File: src/rtl/fir_ctrl_pkg.sv
// Shared types and constants for the FIR coefficient controller.
//   fir_ctrl_state_e : controller states (IDLE, DRAIN, SWAP)
//   coef_t           : signed coefficient at the default width
//   GEN_W            : width of the active-bank generation counter
package fir_ctrl_pkg;

    localparam int COEF_W_DFLT = 16;
    localparam int GEN_W       = 8;

    typedef logic signed [COEF_W_DFLT-1:0] coef_t;

    typedef enum logic [1:0] {
        IDLE,
        DRAIN,
        SWAP
    } fir_ctrl_state_e;

endpackage

File: src/rtl/fir_coef_bank.sv
// Shadow/active coefficient register banks.
//   clk, rst        : clock, synchronous active-high reset (clears both banks)
//   wr_en/addr/data : shadow write port; out-of-range addresses are dropped
//   load            : copy the whole shadow bank into the active bank
//   coef            : active bank, packed, tap k at [k*COEF_W +: COEF_W]
module fir_coef_bank
    import fir_ctrl_pkg::*;
#(
    parameter int N_TAPS = 16,
    parameter int COEF_W = 16,
    parameter int ADDR_W = $clog2(N_TAPS)
) (
    input  logic                       clk,
    input  logic                       rst,
    input  logic                       wr_en,
    input  logic [ADDR_W-1:0]          wr_addr,
    input  logic [COEF_W-1:0]          wr_data,
    input  logic                       load,
    output logic [N_TAPS*COEF_W-1:0]   coef
);

    logic [COEF_W-1:0] shadow [N_TAPS];
    logic [COEF_W-1:0] active [N_TAPS];

    always_ff @(posedge clk) begin
        if (rst) begin
            for (int unsigned k = 0; k < N_TAPS; k++) begin
                shadow[k] <= '0;
                active[k] <= '0;
            end
        end else begin
            if (wr_en && (int'({1'b0, wr_addr}) < N_TAPS)) begin
                shadow[wr_addr] <= wr_data;
            end
            if (load) begin
                for (int unsigned k = 0; k < N_TAPS; k++) begin
                    active[k] <= shadow[k];
                end
            end
        end
    end

    for (genvar k = 0; k < N_TAPS; k++) begin : g_pack
        assign coef[k*COEF_W +: COEF_W] = active[k];
    end

endmodule

File: src/rtl/fir_coef_ctrl.sv
// Coefficient-bank controller and input-stream sequencer for fir_filter.
// A commit stalls the input stream, waits for the FIR pipeline to drain and
// for any held output to be taken, then swaps shadow into active in one cycle.
//   clk, rst                 : clock, synchronous active-high reset
//   i_cfg_wr/addr/data       : host shadow write port
//   i_cfg_commit             : request shadow->active swap
//   o_cfg_busy/err/done      : commit in progress / rejected request / swap pulse
//   o_coef_gen               : active-bank generation counter (wraps)
//   i_s_valid, o_s_ready     : upstream sample handshake
//   o_fir_valid, i_fir_ready : fir_filter input handshake
//   i_fir_out_valid/ready    : fir_filter output handshake (drain monitor)
//   o_coef                   : active bank, packed
module fir_coef_ctrl
    import fir_ctrl_pkg::*;
#(
    parameter int N_TAPS   = 16,
    parameter int COEF_W   = 16,
    parameter int PIPE_LAT = 3,
    parameter int ADDR_W   = $clog2(N_TAPS)
) (
    input  logic                      clk,
    input  logic                      rst,
    input  logic                      i_cfg_wr,
    input  logic [ADDR_W-1:0]         i_cfg_addr,
    input  logic [COEF_W-1:0]         i_cfg_data,
    input  logic                      i_cfg_commit,
    output logic                      o_cfg_busy,
    output logic                      o_cfg_err,
    output logic                      o_cfg_done,
    output logic [GEN_W-1:0]          o_coef_gen,
    input  logic                      i_s_valid,
    output logic                      o_s_ready,
    output logic                      o_fir_valid,
    input  logic                      i_fir_ready,
    input  logic                      i_fir_out_valid,
    input  logic                      i_fir_out_ready,
    output logic [N_TAPS*COEF_W-1:0]  o_coef
);

    localparam int CNT_W = (PIPE_LAT < 1) ? 1 : $clog2(PIPE_LAT + 1);

    fir_ctrl_state_e   state, state_nxt;
    logic [CNT_W-1:0]  cnt, cnt_nxt, cnt_dec;
    logic [GEN_W-1:0]  gen;
    logic              held_out;
    logic              bank_wr;
    logic              bank_load;

    assign held_out   = i_fir_out_valid & ~i_fir_out_ready;
    assign cnt_dec    = (cnt == '0) ? '0 : cnt - CNT_W'(1);
    assign o_coef_gen = gen;

    // Exit is decided on the decremented count so DRAIN lasts exactly
    // PIPE_LAT cycles when no output is held.
    always_comb begin
        state_nxt   = state;
        cnt_nxt     = cnt;
        o_s_ready   = 1'b0;
        o_fir_valid = 1'b0;
        o_cfg_busy  = 1'b0;
        o_cfg_err   = 1'b0;
        o_cfg_done  = 1'b0;
        bank_wr     = 1'b0;
        bank_load   = 1'b0;
        if (!rst) begin
            case (state)
                IDLE: begin
                    o_s_ready   = i_fir_ready;
                    o_fir_valid = i_s_valid & i_fir_ready;
                    bank_wr     = i_cfg_wr;
                    if (i_cfg_commit) begin
                        state_nxt = DRAIN;
                        cnt_nxt   = CNT_W'(PIPE_LAT);
                    end
                end
                DRAIN: begin
                    o_cfg_busy = 1'b1;
                    o_cfg_err  = i_cfg_wr | i_cfg_commit;
                    cnt_nxt    = cnt_dec;
                    if ((cnt_dec == '0) && !held_out) begin
                        state_nxt = SWAP;
                    end
                end
                SWAP: begin
                    o_cfg_busy = 1'b1;
                    o_cfg_err  = i_cfg_wr | i_cfg_commit;
                    o_cfg_done = 1'b1;
                    bank_load  = 1'b1;
                    state_nxt  = IDLE;
                end
                default: state_nxt = IDLE;
            endcase
        end
    end

    always_ff @(posedge clk) begin
        if (rst) begin
            state <= IDLE;
            cnt   <= '0;
            gen   <= '0;
        end else begin
            state <= state_nxt;
            cnt   <= cnt_nxt;
            if (bank_load) begin
                gen <= gen + GEN_W'(1);
            end
        end
    end

    fir_coef_bank #(
        .N_TAPS (N_TAPS),
        .COEF_W (COEF_W),
        .ADDR_W (ADDR_W)
    ) u_bank (
        .clk     (clk),
        .rst     (rst),
        .wr_en   (bank_wr),
        .wr_addr (i_cfg_addr),
        .wr_data (i_cfg_data),
        .load    (bank_load),
        .coef    (o_coef)
    );

endmodule

File: config.mk
export PLATFORM = sky130hd
export DESIGN_NAME = fir_coef_ctrl
export DESIGN_NICKNAME = d
export VERILOG_FILES = /design/src/rtl/fir_ctrl_pkg.sv /design/src/rtl/fir_coef_bank.sv /design/src/rtl/fir_coef_ctrl.sv
export SDC_FILE = /design/constraint.sdc
export NUM_CORES = 1
export LEC_CHECK = 0
export CAP_MARGIN = 20
export CORE_AREA = 2 2 203 205
export DETAILED_ROUTE_END_ITERATION = 6
export DIE_AREA = 0 0 205 207
export PLACE_DENSITY = 0.76
export RECOVER_POWER = 100
export SLEW_MARGIN = 40
export SYNTH_ARGS = -nofsm -noshare
export SYNTH_HDL_FRONTEND = slang
export SYNTH_SLANG_ARGS = --single-unit
File: constraint.sdc
create_clock -name clk -period 4.9 [get_ports clk]
set_clock_uncertainty 0.2 [all_clocks]
set_input_delay 0.98 -clock clk [delete_from_list [all_inputs] [get_ports clk]]
set_output_delay 0.98 -clock clk [all_outputs]
set_load 0.01 [all_outputs]
==> flow_summary.yaml <==
synthesis:
  syn-instance-count: 1258
  ys_types: 40
  synth_ff_type: "edfxtp_1"
  synth-seq-area-share_pct: 80.1
  ys_ff_latch: 524
  yosysWarnings: 0
  async_flop_share_pct: 0
  syn-num-nets: 1290
  syn_area_per_cell_um2: 15.5
  synthesis.area_mm2: 0.0195
  synth_edf_count: 512
power_and_ir_drop:
  p_sw_mw: 2.22
  ir_drop_v: 0.000272
  sw_frac_of_total_pct: 21.7
  pwr-share-comb_pct: 8.5
  power_frac_clock_pct: 39.3
  seq_power_share_pct: 52.2
  p_leak_nw: 8.99
  power_density_mw_per_mm2: 419
  finalPower_mw: 10.3
  p_int_mw: 8.04
clocking:
  clk_latency_ns: 0.56
  cts.path.max_buffers: 3
  postCtsResizedCells: 0
  postCtsSetupRepairBufs: 0
  cts-htree-levels: 2
  numCtsBuffers: 50
  cts_tree: "yes"
  cts_sinks: 524
  ctsHoldBuffers: 0
  cts_root_buffer: "clkbuf_16"
  path_clk_slew_ns: 0.06
placement:
  dp_worst_setup_slack_ns: 1.12
  gp_congestion: 0.779
  port_buffers: 296
  dp_hpwl_um: 28800
  place_area_mm2: 0.0228
worst_setup_path:
  worstSetupPathType: "in2reg"
  crit_path_start_kind: "primary input"
  end_kind: "register"
  crit_fanout: 33
  arrival_ns: 4.17
  r2r-start: "state[0]"
  crit_start: "i_cfg_wr"
  cp.required_ns: 4.94
detailed_routing:
  viasPerCell: 5.06
  first_iter_violations: 812
  route.detailed.drc: 0
  routed_wl_um: 43800
  postRouteAntennaNets: 0
  routed-via-count: 10800
  routedWlPerCell_um: 20.6
  drt-pass1-iter-count: 6
final_layout:
  synthToLayoutAreaGrowth_pct: 25.8
  seqCellArea_mm2: 0.0156
  fillers: 3017
  fin_nets: 1585
  multi_input_area_mm2: 0.00338
  drive_gt1_share_pct: 5.58
  fin_area_mm2: 0.0245
floorplan:
  fp.dieArea_mm2: 0.0424
  design.core.area_mm2: 0.0404
  initial_core_util_pct: 48.3
  die_x_um: 205
  chipHeight_um: 207
  ios: 297
  placementRows: 74
global_routing:
  grt-ovfl-total: 0
  antenna_found_initial: 4
  grt_usage_pct: 20.5
  grt_pass1_vias: 10600
  grt_max_degree: 139
  grt_pass1_wl_um: 64600
min_path:
  hold_path_class: "reg2reg"
  holdCritStartpoint: "u_bank.shadow[1][1]"
sta:
  finalSetupTns_ns: 0
  final.min_clock_period_ns: 4.13
  period_share_pct: 84.2
  max_slew_margin_pct: -61.1
  report.final.hold_viol_count: 0
  worst_slack_ns: 0.774
  setup_viol: 0
  rsz0062_at_grt: "false"
  fmax_mhz: 242
  drv_slew: 285
  worst_pin_slew_ns: 2.42
status:
  violations: "capacitance limit, slew limit"
  status: "complete, but fails checks"
flow_run:
  drv_cap: 4
-- worst max-delay path: stages --
cell           delay, ns
dlygate4sd3_1       0.60
nor3b_1             0.18
nand3_1             1.00
clkbuf_1            1.22
nor2_1              0.18
-- synthesized netlist by cell type (all sizes together) (2+ instances only) --
master / instances / area (um2)
a21o: 17 / 128
a21oi: 5 / 25.0
and2: 162 / 1010
and3b: 2 / 18.8
buf: 36 / 302
clkbuf: 30 / 121
dfxtp: 12 / 240
edfxtp: 512 / 15400
ha: 4 / 50.1
inv: 3 / 11.3
nand2: 70 / 268
nand2b: 2 / 12.5
nand3: 4 / 55.1
nor2: 269 / 1010
nor2b: 105 / 659
nor3: 4 / 20.0
o21ai: 3 / 15.0
or2: 2 / 12.5
xnor2: 3 / 26.3
xor2: 3 / 26.3
-- final cells by class --
class / instances / area share (%)
diodes: 1 / 0.0102
clock buffers: 58 / 5.27
well taps: 532 / 2.72
multi-input cells: 665 / 13.8
inverters: 3 / 0.0459
clock inverters: 36 / 1.83
flip-flops and latches: 524 / 63.7
repair buffers: 309 / 12.6
-- routing by layer --
metal,part of all wire [%],vias to the layer above,GRT usage (%)
li1,-,4948,-
met1,40,5215,27.4
met2,48,499,33.6
met3,8.2,98,4.25
met4,3.0,4,6.80
met5,0.050,-,0
-- registers in the layout, summed over array words and instances, names as in the netlist --
signal         cells
cnt                2
o_coef_gen         8
state              2
u_bank.active    256
u_bank.shadow    256
-- placed cells by master (no fill, tap or decap), types with 4 or more instances in the layout --
| cell | n |
|---|---|
| clkdlybuf4s50_1 | 24 |
| buf_4 | 8 |
| ha_1 | 4 |
| nor2b_1 | 104 |
| dlygate4sd3_1 | 271 |
| a21oi_1 | 5 |
| edfxtp_1 | 512 |
| clkbuf_16 | 50 |
| and2_0 | 91 |
| nand3_1 | 4 |
| nor2_1 | 268 |
| a21o_1 | 17 |
| nand2_1 | 70 |
| clkinv_2 | 5 |
| bufinv_16 | 10 |
| and2_1 | 71 |
| dfxtp_1 | 12 |
| clkbuf_1 | 8 |
| clkinv_1 | 13 |
| nor3_1 | 4 |
-- cells by family after synthesis --
family,share of synthesized area [%]
simple gates,16.1
flops,80.1
buf+inv,2.23
compound gates,0.944
xor+xnor,0.270
fa+ha+maj,0.257
mux,0.0514
-- metrics by stage --
stage	utilization (%)	std cells	hold WS, ns
after CTS	60.9	2125	0.305
after global routing	60.7	2127	0.314
after floorplan	-	1258	0.265
after global placement	56.5	2031	0.280
final	60.7	2128	0.309
after detailed placement	56.5	2031	0.295
-- power groups by stage --
stage / logic (mW) / clock network, mW / registers [mW]
finish: 0.868 / 4.03 / 5.36
global route: 0.933 / 4.23 / 5.38
CTS: 0.963 / 4.09 / 5.37
detailed placement: 0.959 / 0 / 5.46
global placement: 0.945 / 0 / 5.46
floorplan: 0.287 / 0 / 5.54
-- worst paths after layout --
| check | to | slack [ns] | cells past startpoint |
|---|---|---|---|
| max | u_bank.shadow[2][5] | 0.77 | 5 |
| min | u_bank.active[0][17] | 0.31 | 1 |
| max reg2reg | u_bank.shadow[2][5] | 1.13 | 5 |
| min reg2reg | u_bank.active[0][17] | 0.31 | 1 |
No activity file was read; power rests on OpenSTA's default activity.
